### config.mk
export PLATFORM = sky130hd
export DESIGN_NAME = encoder_quad_decoder
export DESIGN_NICKNAME = d
export VERILOG_FILES = /design/src/rtl/encoder_quad_decoder.sv
export SDC_FILE = /design/constraint.sdc
export NUM_CORES = 1
export LEC_CHECK = 0
export CAP_MARGIN = 5
export CELL_PAD_IN_SITES_DETAIL_PLACEMENT = 1
export CELL_PAD_IN_SITES_GLOBAL_PLACEMENT = 2
export CORE_MARGIN = 4
export CORE_UTILIZATION = 36
export DETAILED_ROUTE_END_ITERATION = 8
export PLACE_DENSITY_LB_ADDON = 0.25
export SETUP_SLACK_MARGIN = 0.3
export SLEW_MARGIN = 20
export SYNTH_ARGS = -nofsm -noshare
export SYNTH_HDL_FRONTEND = slang
export SYNTH_SLANG_ARGS = --single-unit
### constraint.sdc
create_clock -name clk -period 7.4 [get_ports clk]
set_input_delay 0.74 -clock clk [delete_from_list [all_inputs] [get_ports clk]]
set_output_delay 0.74 -clock clk [all_outputs]
set_load 0.005 [all_outputs]
### src/rtl/encoder_quad_decoder.sv
// rtl/encoder_quad_decoder.sv - quadrature front end: sync, glitch filter, 4x decode, position, velocity, errors
module encoder_quad_decoder #(
    parameter int POS_WIDTH  = 32,
    parameter int FILTER_LEN = 4,
    parameter int VEL_WINDOW = 1000000
) (
    input  logic                 clk,
    input  logic                 reset,
    input  logic                 enc_a,
    input  logic                 enc_b,
    input  logic                 clear_pos,
    input  logic                 preset_valid,
    input  logic [POS_WIDTH-1:0] preset_value,
    input  logic                 err_clr,
    output logic [POS_WIDTH-1:0] position,
    output logic [POS_WIDTH-1:0] velocity,
    output logic                 vel_valid,
    output logic                 dir,
    output logic                 step_pulse,
    output logic [15:0]          err_count,
    output logic                 err_flag
);
    localparam int FW = $clog2(FILTER_LEN + 1);
    localparam int PW = $clog2(FILTER_LEN + 4);
    localparam logic [FW-1:0] FLEN = FW'(FILTER_LEN);
    localparam logic [PW-1:0] PRIME_LAST = PW'(FILTER_LEN + 3);
    localparam logic [POS_WIDTH-1:0] WIN_LAST = POS_WIDTH'(VEL_WINDOW - 1);

    // Bit 1 is channel A, bit 0 is channel B throughout.
    logic [1:0]           sync1, sync2, filt, prev;
    logic [FW-1:0]        fcnt [2];
    logic [PW-1:0]        prime;
    logic                 enable;
    logic [1:0]           delta;
    logic                 fwd, rev, illegal;
    logic [POS_WIDTH-1:0] step_inc;
    logic [POS_WIDTH-1:0] win, acc;

    always_ff @(posedge clk) begin
        if (reset) begin
            sync1 <= 2'b00;
            sync2 <= 2'b00;
        end else begin
            sync1 <= {enc_a, enc_b};
            sync2 <= sync1;
        end
    end

    // A channel only flips once the synchronised level has disagreed for FILTER_LEN straight cycles.
    always_ff @(posedge clk) begin
        if (reset) begin
            filt    <= 2'b00;
            fcnt[0] <= '0;
            fcnt[1] <= '0;
        end else begin
            for (int i = 0; i < 2; i++) begin
                if (sync2[i] == filt[i]) begin
                    fcnt[i] <= '0;
                end else if (fcnt[i] == FLEN - 1'b1) begin
                    fcnt[i] <= '0;
                    filt[i] <= sync2[i];
                end else begin
                    fcnt[i] <= fcnt[i] + 1'b1;
                end
            end
        end
    end

    assign enable = (prime == PRIME_LAST);

    always_ff @(posedge clk) begin
        if (reset) begin
            prime <= '0;
            prev  <= 2'b00;
        end else begin
            if (!enable) prime <= prime + 1'b1;
            prev <= filt;
        end
    end

    // Position of a state around the forward cycle 00->10->11->01.
    function automatic logic [1:0] phase(input logic [1:0] ab);
        case (ab)
            2'b00:   phase = 2'd0;
            2'b10:   phase = 2'd1;
            2'b11:   phase = 2'd2;
            default: phase = 2'd3;
        endcase
    endfunction

    always_comb begin
        delta    = phase(filt) - phase(prev);
        fwd      = enable && (delta == 2'd1);
        rev      = enable && (delta == 2'd3);
        illegal  = enable && (delta == 2'd2);
        step_inc = '0;
        if (fwd)      step_inc = POS_WIDTH'(1);
        else if (rev) step_inc = '1;
    end

    always_ff @(posedge clk) begin
        if (reset) begin
            position   <= '0;
            velocity   <= '0;
            vel_valid  <= 1'b0;
            dir        <= 1'b0;
            step_pulse <= 1'b0;
            err_count  <= '0;
            err_flag   <= 1'b0;
            win        <= '0;
            acc        <= '0;
        end else begin
            if (clear_pos)         position <= '0;
            else if (preset_valid) position <= preset_value;
            else                   position <= position + step_inc;

            step_pulse <= fwd | rev;
            if (fwd | rev) dir <= fwd;

            if (err_clr) begin
                err_count <= {15'd0, illegal};
                err_flag  <= illegal;
            end else if (illegal) begin
                if (err_count != 16'hFFFF) err_count <= err_count + 16'd1;
                err_flag <= 1'b1;
            end

            // Free-running window; the terminal cycle's own step lands in the reported sample.
            if (win == WIN_LAST) begin
                win       <= '0;
                velocity  <= acc + step_inc;
                vel_valid <= 1'b1;
                acc       <= '0;
            end else begin
                win       <= win + 1'b1;
                acc       <= acc + step_inc;
                vel_valid <= 1'b0;
            end
        end
    end
endmodule

# ---- Word level (Yosys, flattened, before mapping)
# Memories as Yosys holds them, arrays and structs flattened.
# Index checks and enable logic that the tools add are counted.
dict set report totals {
  input_bits 39
  reg_bits 159
  out_inout_bits 84
  mem_bits_rw 6
  word_cells 103
  n_memories 1
}
dict set report op_classes {
  eq_ne 14
  mux 41
  reduce_logical 14
  bitwise_logic 9
  n_addsub 8
}
# memory depth word_bits read_ports rd_clocked_by_memory_dff wr line
set mem_list {}
lappend mem_list {fcnt 2 3 2 0 2 31} ;# logic [FW-1:0] fcnt [2];
# cell count
set ops {}
lappend ops {{$mux 32} 3}
lappend ops {{$add 32x32->32} 2}
lappend ops {{$add 32x1->32 const B} 1}
lappend ops {{$eq 32x20->1 const B} 1}
lappend ops {{$mux 1} 30}
lappend ops {{$mux 3} 6}
lappend ops {{$add 16x1->16 const B} 1}
lappend ops {{$ne 16x16->1 const B} 1}
lappend ops {{$eq 2x2->1 const B} 6}
lappend ops {{$pmux 2 s3} 2}
lappend ops {{$add 3x1->3 const B} 3}
lappend ops {{$reduce_and 2->1} 4}
lappend ops {{$or 1x1->1} 7}
lappend ops {{$eq 3x2->1 const B} 2}
lappend ops {{$reduce_or 2->1} 3}
lappend ops {{$logic_not 2->1} 2}
lappend ops {{$reduce_bool 2->1} 2}
lappend ops {{$eq 3x3->1 const B} 1}
lappend ops {{$logic_and 1x1->1} 3}
lappend ops {{$eq 1x1->1} 2}
lappend ops {{$eq 2x1->1 const B} 1}
lappend ops {{$not 1->1} 2}
lappend ops {{$sub 2x2->2} 1}

# ---- Depth between registers and ports, before layout
dict set report logic_depth {
  depth_word 9
  mapped_depth 20
  depth_no_buf 17
}

# ---- Least setup slack after synthesis
# Ideal clock, no wire load.
dict set report synth_path {
  path_type {flip-flop to flip-flop}
  start {register filt[1]}
  end {register velocity[12]}
  arrival_time_ns 4.526
  path_stages_with_launch 19
  slack_ns 2.759
  setup_ns 0.114
  n_path_buf 3
  period_less_slack_ns 4.641
  required_ns 7.286
  path_cell_list {dfxtp_1 > inv_1 > ha_1 > ha_1 > xor3_1 > nand2_1 > buf_2 > clkbuf_1 > buf_1 > xnor2_1 > ha_1 > or2_1 > or3_1 > or4_4 > or4_1 > o41ai_2 > xnor2_1 > o21ai_1 > and2b_1}
}
dict set report synth_via {
  elab_chain_cells 8
  elab_cells_between_ends 12
  classes_between {2 x add/sub; 4 x eq/ne; 3 x mux; 3 x reduce/logical}
}
# item line
set synth_lines {}
lappend synth_lines {{from (decl)} 30} ;# logic [1:0] sync1, sync2, filt, prev;
lappend synth_lines {{from (signal, indexed assignment)} 61} ;# filt[i] <= sync2[i];
lappend synth_lines {{$eq 2x2->1 / $logic_not 2->1 (equally long branches)} 83} ;# case (ab)
lappend synth_lines {{$pmux 2 s3 *} 83}
lappend synth_lines {{$sub 2x2->2 *} 92} ;# delta = phase(filt) - phase(prev);
lappend synth_lines {{$eq 2x2->1} 94} ;# rev = enable && (delta == 2'd3);
lappend synth_lines {{$logic_and 1x1->1} 94}
lappend synth_lines {{$mux 32} 98} ;# else if (rev) step_inc = '1;
lappend synth_lines {{$mux 32 *} 97} ;# if (fwd) step_inc = POS_WIDTH'(1);
lappend synth_lines {{$add 32x32->32 *} 131} ;# velocity <= acc + step_inc;
lappend synth_lines {{to (signal assigned)} 131}
lappend synth_lines {{to (decl)} 16} ;# output logic [POS_WIDTH-1:0] velocity,
# Mark *: on every way between the ends. The rest lies on a longest branch, timed or not.
# A chain may end at the register's enable or synchronous reset.

# ---- Final worst setup path
dict set report layout_path {
  start {register filt[1]}
  end {register position[30]}
}
dict set report layout_via {
  elab_chain_cells 9
  elab_cells_between_ends 13
  classes_between {2 x add/sub; 4 x eq/ne; 4 x mux; 3 x reduce/logical}
}
# item line
set layout_lines {}
lappend layout_lines {{$eq 2x2->1 / $logic_not 2->1 (equally long branches)} 83}
lappend layout_lines {{$pmux 2 s3 *} 83}
lappend layout_lines {{$sub 2x2->2 *} 92}
lappend layout_lines {{$eq 2x2->1} 94}
lappend layout_lines {{$logic_and 1x1->1} 94}
lappend layout_lines {{$mux 32} 98}
lappend layout_lines {{$mux 32 *} 97}
lappend layout_lines {{$add 32x32->32 *} 115} ;# else position <= position + step_inc;
lappend layout_lines {{$mux 32 *} 114} ;# else if (preset_valid) position <= preset_value;
lappend layout_lines {{to (signal assigned)} 114}
lappend layout_lines {{to (signal assigned)} 115}
lappend layout_lines {{to (decl)} 15} ;# output logic [POS_WIDTH-1:0] position,
# Marked as above.

==> results.py <==
metrics = {
    "critical_path": {
        "cp_num_cells": 16,
        "crit_top_cell": "ha_1",
        "cp_top_family": "compound AO/OA/AOI/OAI gates",
        "endpoint": "position[30]$_SDFF_PP0_",
        "crit_buf_inv": 4,
        "startpoint_type": "flip-flop",
        "cp-end-kind": "flip-flop",
        "crit_path_max_incr_delay_ps": 860,
        "critPathKind": "reg -> reg",
        "arrival_ps": 5640,
        "path_cells": "inv_1, ha_1, ha_1, nand2b_1, buf_4, inv_1, nand2_2, buf_4, xnor2_1, ha_1, nor2_1, a211oi_1, o32ai_1, o21ai_0, nor4b_1, a211o_1",
        "reg2reg_slack_ps": 2140,
        "rr_startpoint": "filt[1]$_SDFFE_PP0P_",
        "cp.required_ps": 7780,
        "critPathLaunch": "filt[1]$_SDFFE_PP0P_",
        "crit-reg2reg-capture": "position[30]$_SDFF_PP0_",
        "cp_max_fo": 30,
        "worstRegToRegCells": 16,
        "crit_slowest_cell": "o32ai_1",
    },
    "routing": {
        "drt_iter0_drc": 371,
        "drt_pass1_iterations": 4,
        "wl_per_cell_um": 18.1,
        "wl_um": 28200,
        "route.detailed.drc": 0,
        "drtAntennaViolNets": 0,
        "num_vias": 8486,
        "viasPerCell": 5.45,
    },
    "sta": {
        "clock_skew_ps": 18.2,
        "fin_tns_setup_ps": 0,
        "hold_viol": 0,
        "finalSetupViolCount": 0,
        "period_share_pct": 71.1,
        "rsz0062_at_grt": "no",
        "fmax_mhz": 190,
        "whs_ps": 442,
        "tightest_slew_ps": 1020,
        "finalMaxSlewViolations": 0,
        "slew_headroom_pct": 31.8,
        "fin_crit_ps": 5260,
    },
    "finish": {
        "final-seq-area_um2": 3360,
        "multi_input_comb_area_um2": 5500,
        "post-route-util_pct": 44.5,
        "fill_cells": 2986,
        "fin_cells": 1556,
        "n_antenna_cell": 0,
        "area_delta_synth_final_pct": 21.9,
        "drive_above_1_share_pct": 5.63,
        "layout.nets": 1270,
    },
    "logic_synthesis": {
        "ys_ff_latch": 165,
        "synth_edf_count": 6,
        "yosys_warnings": 0,
        "syn_avg_cell_area_um2": 8.11,
        "synthesis.area_um2": 9200,
        "synthArstFlopShare_pct": 0,
        "synth.distinct_cells": 76,
        "syn_inst": 1134,
        "synth_seq_area_share_pct": 36.6,
        "synth_ff_type": "dfxtp_1",
    },
    "cts": {
        "path_clk_slew_ps": 80,
        "clock_path_buffers": 2,
        "clkSinkCount": 165,
        "cts_hold_buf": 0,
        "cts.repair.resized": 0,
        "root_buffer": "clkbuf_16",
        "cts_tree": "done",
        "cts_made_buffers": 17,
        "worstSkewPairLatency_ps": 430,
        "cts_setup_buffers": 0,
        "cts-htree-levels": 4,
    },
    "pwr": {
        "power.share.clock_pct": 46.8,
        "power.leakage_nw": 4.10,
        "power.density_nw_per_um2": 173,
        "switching_share_pct": 26.7,
        "power_frac_comb_pct": 5.7,
        "power.switching_w": 0.000517,
        "p_int_w": 0.00142,
        "peakVddDrop_mv": 0.148,
        "seqPwrFrac_pct": 47.5,
    },
    "placement": {
        "place.port_buffers": 122,
        "dpl.hpwl_um": 20200,
        "dpl.cell_count": 1524,
        "place.gp.congestion": 0.831,
    },
    "global_route": {
        "first_global_vias": 8579,
        "grt_usage_pct": 20.1,
        "antenna_found_initial": 0,
        "overflow": 0,
        "grt_pass1_wl_um": 47100,
        "grt_max_degree": 51,
    },
    "floorplanning": {
        "die_h_um": 168,
        "ioPinCount": 123,
        "placementRows": 58,
        "die-area_um2": 28200,
        "start_util_pct": 36.5,
        "fp.dieW_um": 168,
        "coreArea_um2": 25200,
    },
    "worst_hold_path": {
        "min_path_type": "reg -> reg",
        "min-delay-start": "sync1[0]$_SDFF_PP0_",
    },
    "run_status": {
        "status": "completed",
    },
    "flow_run": {
        "drv_cap": 0,
    },
}
-- logic make-up (layout without fill, tap and decap cells) --
kind of cell / count (synthesis) / after routing / synth area share (%)
adder cells (fa/ha/maj): 18 / 18 / 2.45
AO/OA/AOI/OAI: 146 / 146 / 10.8
multiplexers: 43 / 43 / 4.68
AND/OR/NAND/NOR: 557 / 557 / 30.5
flip-flops: 165 / 165 / 36.6
other: 1 / 6 / 0.0408
buffers and inverters: 91 / 178 / 3.89
XOR/XNOR: 113 / 113 / 11.1
-- flip-flops by register name (all words and copies together), names as in the netlist --
register,flops
acc,32
position,32
velocity,32
win,32
err_count,16
fcnt,6
prime,3
filt,2
prev,2
sync1,2
sync2,2
dir,1
err_flag,1
step_pulse,1
vel_valid,1
-- per-stage QoR --
stage                     power [W]  instance area (um2)  setup slack (ps)
after floorplan            0.000998                 9210              2760
after global placement      0.00105                10600              2300
after detailed placement    0.00105                10600              2160
after CTS                   0.00197                11200              2130
after global routing        0.00202                11200              1570
final                       0.00194                11200              2140
-- cell usage after synthesis (31+ instances only) --
cell	n	area, um2
xor2_1	51	447
nor3_1	45	225
xnor2_1	60	526
nand3_1	51	255
nor2_1	176	661
nand4_1	35	219
o21ai_0	31	155
mux2i_1	43	430
dfxtp_1	159	3180
nand2_1	89	334
clkbuf_1	50	188
a21oi_1	31	155
-- worst min path at each step --
stage | slack (ps) | to | depth (start not counted)
after detailed placement | 430 | sync2[0]$_SDFF_PP0_ | 1
after floorplan | 410 | sync2[0]$_SDFF_PP0_ | 1
after global placement | 430 | sync2[0]$_SDFF_PP0_ | 1
after global routing | 470 | sync2[1]$_SDFF_PP0_ | 1
after CTS | 450 | sync2[0]$_SDFF_PP0_ | 1
final | 440 | sync2[0]$_SDFF_PP0_ | 1
-- placed cells by master, fill, tap and decap left out, drive strengths merged, types with 5 or more instances in the layout --
master and instances:
a211oi 7, a21oi 31, a31oi 12, and2 17, and3 20, buf 10, clkbuf 18, clkdlybuf4s50 120
clkinv 8, conb 6, dfxtp 159, edfxtp 6, ha 18, inv 22, mux2i 43, nand2 89
nand2b 8, nand3 51, nand3b 6, nand4 35, nand4b 5, nor2 177, nor2b 15, nor3 47
nor4 22, o211ai 6, o21ai 34, o22ai 7, o31ai 6, or2 13, or3 23, or4 12
xnor2 60, xor2 51
-- layout make-up --
cell class,count,share of cell area (%)
repair buffers,130,11.3
clock inverters,14,1.43
flip-flops and latches,165,30.0
multi-input cells,883,49.1
well taps,330,3.69
clock buffers,18,3.92
inverters,16,0.536
-- power by group through the flow --
stage	clock network, W	registers, W	logic (W)
after floorplan	0	0.000935	0.0000630
after global placement	0	0.000941	0.000110
after detailed placement	0	0.000942	0.000111
after CTS	0.000936	0.000921	0.000112
after global routing	0.000974	0.000923	0.000122
final	0.000907	0.000921	0.000110
-- routing by layer --
layer | routed length (um) | track usage [%] | share of wire [%] | vias up
li1 | - | - | - | 4152
met2 | 12800 | 31.9 | 45 | 179
met1 | 14000 | 28.7 | 50 | 4133
met3 | 1030 | 3.12 | 3.7 | 22
met4 | 369 | 5.01 | 1.3 | 0
met5 | 0 | 0 | 0 | -
Note: power is estimated with default switching activity, not from simulation.
